`src/rtl/matvec_mul_if.sv`:
```
// Operand/result bundle between matvec_mul and its upstream/downstream logic.
// master drives matrix/vec/singular; slave (the multiplier) returns result and flags.
interface matvec_mul_if #(
    parameter int DATA_WIDTH  = 16,
    parameter int MATRIX_SIZE = 3
);
    logic [MATRIX_SIZE*MATRIX_SIZE*DATA_WIDTH-1:0] matrix;
    logic [MATRIX_SIZE*DATA_WIDTH-1:0]             vec;
    logic                                          singular;
    logic                                          complete;
    logic [MATRIX_SIZE*DATA_WIDTH-1:0]             result;
    logic                                          overflow;
    logic                                          o_singular;

    modport master (
        output matrix, vec, singular,
        input  complete, result, overflow, o_singular
    );

    modport slave (
        input  matrix, vec, singular,
        output complete, result, overflow, o_singular
    );
endinterface

```
`src/rtl/matvec_mul.sv`:
```
// x = A*b with one signed MAC per cycle; complete after N*N+2 edges (2 if singular).
// No backpressure: inputs are latched once in LOAD, outputs hold in DONE until rst.
module matvec_mul #(
    parameter int DATA_WIDTH  = 16,
    parameter int BIN_POS     = 8,
    parameter int MATRIX_SIZE = 3
) (
    input  logic         clk,
    input  logic         rst,
    matvec_mul_if.slave  bus
);
    localparam int N     = MATRIX_SIZE;
    localparam int DW    = DATA_WIDTH;
    localparam int PW    = 2 * DW;
    localparam int CNT_W = (N > 1) ? $clog2(N) : 1;
    localparam int ACC_W = PW + $clog2(N) + 1;

    typedef enum logic [1:0] {LOAD, MAC, DONE} state_t;

    state_t                   state, state_nxt;
    logic [N*N*DW-1:0]        a_q;
    logic [N*DW-1:0]          b_q;
    logic signed [ACC_W-1:0]  acc_q;
    logic [CNT_W-1:0]         row_q, col_q;
    logic [N*DW-1:0]          result_q;
    logic                     overflow_q;
    logic                     sing_q;
    logic                     complete_q;

    logic signed [DW-1:0]     a_elem, b_elem;
    logic signed [PW-1:0]     prod;
    logic signed [ACC_W-1:0]  sum, shifted;
    logic [DW-1:0]            sat_val;
    logic                     sat, last_col, last_row;

    always_comb begin
        a_elem   = a_q[(int'(row_q) * N + int'(col_q)) * DW +: DW];
        b_elem   = b_q[int'(col_q) * DW +: DW];
        prod     = PW'(a_elem) * PW'(b_elem);
        sum      = ((col_q == '0) ? '0 : acc_q) + ACC_W'(prod);
        shifted  = sum >>> BIN_POS;
        // Fits in DW bits only if everything from the DW sign bit upward is a sign copy
        sat      = ~((&shifted[ACC_W-1:DW-1]) | ~(|shifted[ACC_W-1:DW-1]));
        sat_val  = shifted[DW-1:0];
        if (sat) begin
            sat_val = shifted[ACC_W-1] ? {1'b1, {(DW-1){1'b0}}} : {1'b0, {(DW-1){1'b1}}};
        end
        last_col = (col_q == CNT_W'(N - 1));
        last_row = (row_q == CNT_W'(N - 1));
    end

    always_comb begin
        state_nxt = state;
        case (state)
            LOAD:    state_nxt = bus.singular ? DONE : MAC;
            MAC:     if (last_col && last_row) state_nxt = DONE;
            DONE:    state_nxt = DONE;
            default: state_nxt = LOAD;
        endcase
    end

    always_ff @(posedge clk) begin
        if (rst) state <= LOAD;
        else     state <= state_nxt;
    end

    always_ff @(posedge clk) begin
        if (rst) begin
            a_q        <= '0;
            b_q        <= '0;
            acc_q      <= '0;
            row_q      <= '0;
            col_q      <= '0;
            result_q   <= '0;
            overflow_q <= 1'b0;
            sing_q     <= 1'b0;
            complete_q <= 1'b0;
        end else begin
            case (state)
                LOAD: begin
                    a_q    <= bus.matrix;
                    b_q    <= bus.vec;
                    sing_q <= bus.singular;
                end
                MAC: begin
                    acc_q <= sum;
                    if (last_col) begin
                        result_q[int'(row_q) * DW +: DW] <= sat_val;
                        if (sat) overflow_q <= 1'b1;
                        col_q <= '0;
                        if (!last_row) row_q <= row_q + CNT_W'(1);
                    end else begin
                        col_q <= col_q + CNT_W'(1);
                    end
                end
                DONE:    complete_q <= 1'b1;
                default: ;
            endcase
        end
    end

    assign bus.complete   = complete_q;
    assign bus.result     = result_q;
    assign bus.overflow   = overflow_q;
    assign bus.o_singular = sing_q;
endmodule

```
`src/flat_wrapper.sv`:
```
// flat-port wrapper written by rule: the top's interface ports become plain ports
module matvec_mul_flat 
#(
    parameter int DATA_WIDTH  = 16,
    parameter int BIN_POS     = 8,
    parameter int MATRIX_SIZE = 3
)
  (clk, rst, bus_matrix, bus_vec, bus_singular, bus_complete, bus_result, bus_overflow, bus_o_singular);
  matvec_mul_if #(.DATA_WIDTH(DATA_WIDTH), .MATRIX_SIZE(MATRIX_SIZE)) bus_i ();
  input  logic clk;
  input  logic rst;
  input wire logic [$bits(bus_i.matrix)-1:0] bus_matrix;
  input wire logic [$bits(bus_i.vec)-1:0] bus_vec;
  input wire logic [$bits(bus_i.singular)-1:0] bus_singular;
  output wire logic [$bits(bus_i.complete)-1:0] bus_complete;
  output wire logic [$bits(bus_i.result)-1:0] bus_result;
  output wire logic [$bits(bus_i.overflow)-1:0] bus_overflow;
  output wire logic [$bits(bus_i.o_singular)-1:0] bus_o_singular;
  assign bus_i.matrix = bus_matrix;
  assign bus_i.vec = bus_vec;
  assign bus_i.singular = bus_singular;
  assign bus_complete = bus_i.complete;
  assign bus_result = bus_i.result;
  assign bus_overflow = bus_i.overflow;
  assign bus_o_singular = bus_i.o_singular;
  matvec_mul #(.DATA_WIDTH(DATA_WIDTH), .BIN_POS(BIN_POS), .MATRIX_SIZE(MATRIX_SIZE)) u_core (.clk(clk), .rst(rst), .bus(bus_i));
endmodule
```
`config.mk`:
```
export PLATFORM = sky130hd
export DESIGN_NAME = matvec_mul_flat
export DESIGN_NICKNAME = d
export VERILOG_FILES = /design/src/rtl/matvec_mul_if.sv /design/src/rtl/matvec_mul.sv /design/src/flat_wrapper.sv
export SDC_FILE = /design/constraint.sdc
export NUM_CORES = 1
export LEC_CHECK = 0
export CAP_MARGIN = 15
export CORE_MARGIN = 4
export CORE_UTILIZATION = 40
export DETAILED_ROUTE_END_ITERATION = 8
export SYNTH_ARGS = -nofsm -noshare
export SYNTH_HDL_FRONTEND = slang
export SYNTH_SLANG_ARGS = --single-unit
```
`constraint.sdc`:
```
create_clock -name clk -period 11.54 [get_ports clk]
set_input_delay 1.154 -clock clk [delete_from_list [all_inputs] [get_ports clk]]
set_output_delay 1.154 -clock clk [all_outputs]
set_load 0.05 [all_outputs]
```
; Yosys cells after proc, flatten, opt, wreduce, memory -nomap -nowiden
; Index checks and enable logic that the tools add are counted.
[totals]
ff_bits = 284
latch_bits = 0
ram_bits = 0
mem_bits_ro = 0
inputBits = 195
elab_cells = 46
memories = 0
[classes]
n_addsub = 5
n_mul = 2
div = 0
order_cmp = 0
n_eq_ne = 5
n_shift = 4
n_mux = 8
bitwise_logic = 4
reduce_logical = 8
[ops]
columns = operator, n
row1 = 144-bit by 32-bit indexed part select with 16-bit output, 1
row2 = 48-bit bitwise mux, 1
row3 = "16-bit by 33-bit variable shift with 48-bit output, first input constant", 1
row4 = 16-bit by 33-bit indexed part select with 48-bit output, 1
row5 = 48-bit by 7-bit indexed part select with 16-bit output, 1
row6 = 35-bit adder, 1
row7 = 35-bit 2-to-1 mux, 1
row8 = 6-bit negator with 33-bit output, 1
row9 = 16-bit by 16-bit multiplier with 32-bit output, 1
row10 = 16-bit 2-to-1 mux, 2
row11 = 28-bit by 3-bit adder with 28-bit output, 1
row12 = 12-bit AND reduction, 1
row13 = 12-bit OR reduction, 1
row14 = "2-bit == test, second input constant", 3
row15 = 2-bit 2-to-1 mux, 3
row16 = 2-bit case mux with 3 select lines, 1
row17 = 3-bit AND reduction, 2
row18 = "2-bit by 1-bit adder with 2-bit output, second input constant", 2
row19 = 2-bit zero test, 2
row20 = "2-bit by 2-bit multiplier with 4-bit output, second input constant", 1
row21 = 1-bit inverter, 3
row22 = "2-bit by 1-bit == test with 1-bit output, second input constant", 1
row23 = "2-bit by 1-bit != test with 1-bit output, second input constant", 1
row24 = 2-bit AND reduction, 1
row25 = other kinds (2), 2

; Logic depth before layout (Yosys ltp)
; Gate-level depths: netlist of the first run.
[logic_depth]
word_depth = 11
mapped_depth = 48

; Worst setup path after synthesis of the first run
; No wires, ideal clock.
[synth_path]
path_type = flip-flop to flip-flop
start = register u_core.row_q[0]
end = register u_core.result_q[21], in the netlist u_core.bus.result[21]
setup_ns = 0.065
arrival_time_ns = 11.021
t_required_ns = 11.475
slack_ns = 0.455
stages_incl_launch_ff = 45
synth_period_minus_slack_ns = 11.085
cell_sequence = dfxtp_1 -> inv_1 -> ha_1 -> inv_1 -> fa_1 -> clkbuf_1 -> clkbuf_1 -> mux4_2 -> nand2_1 -> a21oi_1 -> o21ai_1 -> nor2_1 -> fa_1 -> inv_1 -> fa_1 -> fa_1 -> inv_1 -> fa_1 -> [... 9 more ...] -> o21ai_0 -> nand2b_1 -> a21oi_1 -> o21ai_0 -> xor2_1 -> ha_1 -> clkbuf_1 -> nand4_1 -> a221oi_1 -> o31a_1 -> o41a_1 -> o32ai_1 -> or4_1 -> or4_4 -> o32ai_4 -> buf_6 -> a21oi_1 -> nor2_1
[synth_between]
elab_chain_cells = 11
[synth_lines]
columns = item, line_no
row1 = start: declaration, matvec_mul.sv:24  ; logic [CNT_W-1:0] row_q, col_q;
row2 = start signal: assignment, matvec_mul.sv:91  ; if (!last_row) row_q <= row_q + CNT_W'(1);
row3 = 2-bit by 2-bit multiplier with 4-bit output, matvec_mul.sv:37  ; a_elem = a_q[(int'(row_q) * N + int'(col_q)) * DW +: DW];
row4 = 28-bit by 3-bit adder with 28-bit output, matvec_mul.sv:37
row5 = 144-bit by 32-bit indexed part select with 16-bit output, matvec_mul.sv:37
row6 = 16-bit by 16-bit multiplier with 32-bit output, matvec_mul.sv:39  ; prod = PW'(a_elem) * PW'(b_elem);
row7 = 35-bit adder, matvec_mul.sv:40  ; sum = ((col_q == '0) ? '0 : acc_q) + ACC_W'(prod);
row8 = 12-bit OR reduction, matvec_mul.sv:43  ; sat = ~((&shifted[ACC_W-1:DW-1]) | ~(|shifted[ACC_W-1:DW-1]));
row9 = 1-bit inverter, matvec_mul.sv:43
row10 = 1-bit OR, matvec_mul.sv:43
row11 = 16-bit 2-to-1 mux, matvec_mul.sv:45  ; if (sat) begin
row12 = 16-bit by 33-bit indexed part select with 48-bit output, matvec_mul.sv:88  ; result_q[int'(row_q) * DW +: DW] <= sat_val;
row13 = 48-bit bitwise mux (*), matvec_mul.sv:88
row14 = end signal: indexed assignment, matvec_mul.sv:88
row15 = end: declaration, matvec_mul.sv:25  ; logic [N*DW-1:0] result_q;
; Every way passes the cells marked *; elsewhere a longest branch is shown, timed or not.
; A chain may end at the register's enable or synchronous reset.

; Worst setup path in the final report of the first run
[layout_path]
start = register u_core.row_q[0]
end = register u_core.result_q[6], in the netlist u_core.bus.result[6]
; Same word-level chain as after synthesis.

==> results.py, run 1 <==
metrics = {
    "critical_path": {
        "crit_end": "u_core.bus.result[6]",
        "cp-startpoint": "u_core.row_q[0]",
        "crit_required_ns": 11.97,
        "cp_slowest_stage_delay_ns": 0.58,
        "r2r_setup_slack_ns": 0.52,
        "cp.arrival_ns": 11.45,
        "critical_path_class": "reg -> reg",
        "r2r_cells": 45,
        "cp_slowest_cell": "fa_2",
        "cp_max_fo": 29,
        "crit_path_start_kind": "register",
        "r2r-start": "u_core.row_q[0]",
        "reg2reg_to": "u_core.bus.result[6]",
        "cp-end-kind": "register",
    },
    "placement": {
        "place_inst": 3762,
        "dp_hpwl_mm": 57.1,
        "port_buffers": 245,
        "dpl_cell_area_sq_um": 28200,
        "gp_congestion": 0.895,
    },
    "sta": {
        "setup_viol": 0,
        "final_hold_viol_count": 0,
        "skew_ns": 0.0266,
        "max_slew_margin_pct": 20.5,
        "slew_viol_final": 0,
        "fin_worst_hold_slack_ns": 0.459,
        "period_minus_slack_ns": 11.02,
        "worst_pin_slew_ns": 1.19,
        "min_period_over_period_pct": 95.5,
        "max_freq_ghz": 0.0908,
    },
    "clocking": {
        "htree_levels": 2,
        "clockBufferDepth": 3,
        "cts_num_sinks": 284,
        "cts_buffers": 35,
        "cts_tree": "built",
        "cts_root_buffer": "clkbuf_16",
        "hold_buffers": 0,
        "clock_latency_ns": 0.56,
        "path_clk_slew_ns": 0.06,
    },
    "power_and_ir_drop": {
        "p_leak_nw": 13.8,
        "vdd.ir_drop.worst_mv": 0.385,
        "cellPowerDensity_nw_per_um2": 284,
        "p_total_mw": 8.45,
    },
    "yosys": {
        "syn_inst": 2796,
        "ys_warn_count": 0,
        "netlist_area_sq_um": 24600,
        "yosysSeqAreaShare_pct": 23.1,
        "yosysUniqueCellTypes": 78,
        "yosysTopAreaCell": "dfxtp_1",
        "synth_area_leaders": "dfxtp_1 (23%), fa_1 (21%), mux2i_1 (9.5%)",
        "netlist.area_leader.share_pct": 23.1,
        "ys_seq_elements": 284,
        "avgSynthCellArea_sq_um": 8.79,
        "synth_ff_type": "dfxtp_1",
        "syn_nets": 3382,
        "async_reset_ff_share_pct": 0,
        "synth_edf_count": 0,
    },
    "layout": {
        "mostFrequentLayoutCells": "nor2_1 (456), inv_1 (342), dfxtp_1 (283)",
        "syn_to_final_growth_pct": 21.1,
        "nets": 3617,
        "layout_commonest_cell": "nor2_1",
        "layout-drive-gt1-share_pct": 8.91,
        "final_util_pct": 49.2,
        "fin_area_sq_um": 29800,
        "final_cells": 3845,
    },
    "global_route": {
        "grt_pass1_wl_mm": 117,
        "grt_pass1_vias": 21300,
        "antenna_found_initial": 10,
        "grt_usage_pct": 22.0,
        "grt-ovfl-total": 0,
        "grt_max_degree": 113,
    },
    "floorplanning": {
        "die_w_microns": 256,
        "die_h_microns": 256,
        "rows": 90,
        "die_area_sq_um": 65500,
        "initial_core_util_pct": 40.6,
        "fp.coreArea_sq_um": 60600,
        "ioPinCount": 246,
    },
    "drt": {
        "drt_iter0_drc": 1183,
        "final_antenna_net_count": 0,
        "avgRoutedWirePerCell_microns": 18.9,
        "dr.pass1.iters": 5,
        "vias": 20300,
        "avgViaCountPerCell": 5.28,
        "wl_mm": 72.8,
        "drcViolationCount": 0,
    },
    "hold_path": {
        "hp-class": "reg -> reg",
        "hold_depth": 2,
        "hold_start": "u_core.bus.overflow",
    },
    "flow_run": {
        "drv_cap": 0,
    },
    "outcome": {
        "outcome": "complete, no violations",
    },
}
==> metrics by stage <==
stage,setup TNS [ns],setup slack [ns]
5_1_grt,-0.191,-0.0341
3_5_place_dp,0,0.0679
6_report,0,0.525
2_1_floorplan,0,0.455
3_3_place_gp,0,0.172
4_1_cts,0,0.0498
==> sequential cells by signal (all words and copies together), names as in the netlist <==
| register | flops |
|---|---|
| u_core.a_q | 144 |
| u_core.acc_q | 35 |
| u_core.b_q | 48 |
| u_core.bus.complete | 1 |
| u_core.bus.o_singular | 1 |
| u_core.bus.overflow | 1 |
| u_core.bus.result | 48 |
| u_core.col_q | 2 |
| u_core.row_q | 2 |
| u_core.state | 2 |
==> routing by layer <==
metal	vias up	global-route usage [%]	part of all wire, %
li1	9606	-	-
met1	10100	29.8	44
met2	497	36.3	47
met3	119	3.38	5.4
met4	0	7.25	3.0
met5	-	0	0
==> cell families (layout without fill, tap and decap cells) <==
family / count (synthesis) / count (layout) / synth area share [%]
simple gates: 929 / 929 / 16.6
buf+inv: 480 / 737 / 7.49
fa+ha+maj: 391 / 391 / 28.0
compound gates: 373 / 373 / 9.69
flops: 284 / 284 / 23.1
mux: 266 / 266 / 12.5
xor+xnor: 73 / 73 / 2.72
other cells: 0 / 10 / 0
==> worst min path at each step <==
| stage | endpoint | slack, ns |
|---|---|---|
| finish | u_core.bus.overflow | 0.46 |
| global route | u_core.acc_q[21] | 0.50 |
| CTS | u_core.bus.overflow | 0.46 |
| detailed placement | u_core.bus.overflow | 0.46 |
| global placement | u_core.bus.overflow | 0.45 |
| floorplan | u_core.acc_q[26] | 0.45 |
==> synthesized netlist by cell type, types with 3 or more instances <==
library cell    n
a211oi_1       17
a21o_1         19
a21oi_1       140
a22oi_1         3
a31oi_1         6
and2_1         49
and3_1         22
and4_1          4
buf_1          31
buf_2          10
clkbuf_1       90
dfxtp_1       284
fa_1          264
ha_1          127
inv_1         342
mux2i_1       234
mux4_2         32
nand2_1       221
nand2b_1       34
nand3_1        50
nand3b_1        6
nand4_1        11
nor2_1        457
nor2b_1         9
nor3_1         23
nor4_1          6
o211ai_1        3
o21a_1         34
o21ai_0        42
o21ai_1        16
o21bai_1        9
o22a_1         17
o22ai_1        31
o31ai_1         3
or2_2          23
or3_1           3
or4_1           3
xnor2_1        55
xor2_1         15
==> timing repair <==
action | CTS | global route
endpoints found under the setup margin | 0 | 52
buffers inserted | 0 | 12
gates resized for setup | 0 | 70
==> report_power, final <==
part	switching, mW	internal (mW)
clock	0.456	0.657
sequential	0.0697	1.12
combinational	3.82	2.33
==> worst max-delay path, delay by kind of cell, from the launching register on <==
kind | cells | cell delay [ns]
multiplexers | 1 | 0.29
buffers and inverters | 10 | 1.18
adder cells (fa/ha/maj) | 10 | 4.74
flip-flops | 1 | 0.33
XOR/XNOR | 1 | 0.17
AO/OA/AOI/OAI | 18 | 3.37
AND/OR/NAND/NOR | 5 | 0.79
==> final cells by class <==
type                    count  area, sq um
flip-flops and latches    284         5690
multi-input cells        2032        17400
diodes                     10         25.0
fillers                  5781        30800
clock inverters            15          194
well taps                 782          978
clock buffers              44          950
inverters                 344         1290
repair buffers            334         3270
Note: power is estimated with default switching activity, not from simulation.
==> inputs of run 2 (changes only) <==
--- a/config.mk
+++ b/config.mk
@@ -9,6 +9,7 @@
 export CORE_MARGIN = 4
 export CORE_UTILIZATION = 40
 export DETAILED_ROUTE_END_ITERATION = 8
+export HOLD_SLACK_MARGIN = 0.1
 export SYNTH_ARGS = -nofsm -noshare
 export SYNTH_HDL_FRONTEND = slang
 export SYNTH_SLANG_ARGS = --single-unit
==> constraint.sdc (replaced) <==
create_clock -name clk -period 11.54 [get_ports clk]
set_input_delay 2.308 -clock clk [delete_from_list [all_inputs] [get_ports clk]]
set_output_delay 2.308 -clock clk [all_outputs]
set_load 0.05 [all_outputs]
==> results of run 2 <==
Final layout, timing and power as in run 1 (identical DEF).
==> inputs of run 3 (changes only) <==
--- a/config.mk
+++ b/config.mk
@@ -10,6 +10,8 @@
 export CORE_UTILIZATION = 40
 export DETAILED_ROUTE_END_ITERATION = 8
 export HOLD_SLACK_MARGIN = 0.1
+export SLEW_MARGIN = 20
 export SYNTH_ARGS = -nofsm -noshare
 export SYNTH_HDL_FRONTEND = slang
 export SYNTH_SLANG_ARGS = --single-unit
+export TNS_END_PERCENT = 10
==> run 3 against run 2 <==
  * Largest cell class unchanged
  * Die area stayed put
  * Via count is 0.30% higher
  * Highest routed layer unchanged
  * Register-to-register slack hardly changed
  * Utilization hardly changed
  * Combinational power hardly changed
==> results.py, run 3 (same netlist as run 1, synthesis figures left out) <==
metrics = {
    "outcome": {
        "outcome": "complete, no violations",
    },
    "critical_path": {
        "cp-end-kind": "register",
        "cp_slowest_cell": "fa_2",
        "r2r_setup_slack_ns": 0.52,
        "crit_required_ns": 11.97,
        "crit_path_start_kind": "register",
        "cp_max_fo": 46,
        "crit_family": "adder cells",
        "path_common_cell": "fa_1",
        "cp.buffers_inverters": 11,
        "critical_path_class": "reg -> reg",
        "cp_slowest_stage_delay_ns": 0.58,
        "cp.arrival_ns": 11.45,
    },
    "placement": {
        "place_inst": 3762,
        "dp_hpwl_mm": 57.1,
        "gp_congestion": 0.895,
        "port_buffers": 245,
        "dp_slack_ns": 0.0679,
        "dpl_cell_area_sq_um": 28200,
    },
    "global_route": {
        "grt_usage_pct": 22.0,
        "busiest_layer": "met2",
        "grt_pass1_wl_mm": 117,
        "antenna_found_initial": 10,
        "global_route.usage.met2_pct": 36.3,
        "grt_pass1_vias": 21300,
        "grt-ovfl-total": 0,
        "grt_max_degree": 113,
        "met3_usage_pct": 3.38,
        "gr-usage-met1_pct": 29.8,
    },
    "sta": {
        "slew_viol_final": 0,
        "setup_ws_ns": 0.522,
        "final_hold_viol_count": 0,
        "setup_viol": 0,
        "fin_tns_setup_ns": 0,
        "period_minus_slack_ns": 11.02,
        "max_slew_margin_pct": 26.6,
        "max_freq_ghz": 0.0908,
        "min_period_over_period_pct": 95.5,
        "skew_ns": 0.0265,
        "fin_worst_hold_slack_ns": 0.459,
        "worst_pin_slew_ns": 1.10,
    },
    "layout": {
        "nets": 3616,
        "final_cells": 3844,
        "syn_to_final_growth_pct": 21.1,
        "layout_commonest_cell": "nor2_1",
        "layout-drive-gt1-share_pct": 9.01,
        "fin_area_sq_um": 29800,
        "regArea_sq_um": 5690,
        "fillers": 5777,
        "mostFrequentLayoutCells": "nor2_1 (455), inv_1 (342), dfxtp_1 (283)",
        "largest_register": "u_core.a_q",
        "multi_input_comb_area_sq_um": 17400,
        "largest_register_ffs": 144,
    },
    "drt": {
        "avgViaCountPerCell": 5.30,
        "wl_mm": 72.9,
        "vias": 20400,
        "drt_iter0_drc": 1312,
        "dr.pass1.iters": 5,
        "drcViolationCount": 0,
        "final_antenna_net_count": 0,
        "avgRoutedWirePerCell_microns": 19.0,
    },
    "floorplanning": {
        "initial_core_util_pct": 40.6,
        "die_w_microns": 256,
        "ioPinCount": 246,
        "die_h_microns": 256,
        "die_area_sq_um": 65500,
        "rows": 90,
        "fp.coreArea_sq_um": 60600,
    },
    "clocking": {
        "clockBufferDepth": 3,
        "cts_num_sinks": 284,
        "cts_buffers": 35,
        "cts_tree": "built",
        "path_clk_slew_ns": 0.06,
        "htree_levels": 2,
        "hold_buffers": 0,
        "cts_root_buffer": "clkbuf_16",
        "clock_latency_ns": 0.56,
    },
    "power_and_ir_drop": {
        "vdd.ir_drop.worst_mv": 0.389,
        "cellPowerDensity_nw_per_um2": 284,
        "p_leak_nw": 13.8,
    },
    "hold_path": {
        "hp-class": "reg -> reg",
    },
    "flow_run": {
        "drv_cap": 0,
    },
}
==> run 3: area by class of cell <==
type | instances | area share [%]
well taps | 782 | 3.29
clock buffers | 44 | 3.19
clock inverters | 15 | 0.651
diodes | 10 | 0.0840
repair buffers | 333 | 10.9
inverters | 344 | 4.34
flip-flops and latches | 284 | 19.1
multi-input cells | 2032 | 58.4
==> run 3: routing by layer <==
layer	wire [microns]	part of all wire, %
met2	34700	48
met4	2200	3.0
met3	3750	5.1
met5	0	0
met1	32300	44
==> run 3: repair_timing <==
item / in CTS / in global routing
resized for setup: 0 / 71
endpoints found under the setup margin: 0 / 51
setup buffers: 0 / 12
==> run 3: final timing paths <==
kind,startpoint,endpoint,cells after the start
setup reg to reg,u_core.row_q[0],u_core.bus.result[1],45
hold reg to reg,u_core.bus.overflow,u_core.bus.overflow,2
hold / removal,u_core.bus.overflow,u_core.bus.overflow,2
setup / recovery,u_core.row_q[0],u_core.bus.result[1],45
==> run 3: power breakdown <==
part | total, mW | internal (mW) | switching (mW)
Clock | 1.11 | 0.657 | 0.455
Sequential | 1.19 | 1.12 | 0.0709
Combinational | 6.17 | 2.34 | 3.83
Total | 8.47 | 4.12 | 4.36
==> run 3: worst register-to-register path, delay by kind of cell (launching register included) <==
kind                       cells  cell delay [ns]
muxes                          1             0.30
buffers and inverters         11             1.43
AOI/OAI and AO/OA             14             2.61
DFF                            1             0.34
adders and majority gates     10             4.60
and+or+nand+nor                8             1.48
xor gates and xnor gates       1             0.17
==> run 3: through the flow <==
stage	total power [mW]	util, %
4_1_cts	8.24	48.4
3_5_place_dp	7.07	46.5
6_report	8.47	49.2
5_1_grt	9.26	49.2
2_1_floorplan	5.45	-
3_3_place_gp	6.98	46.5
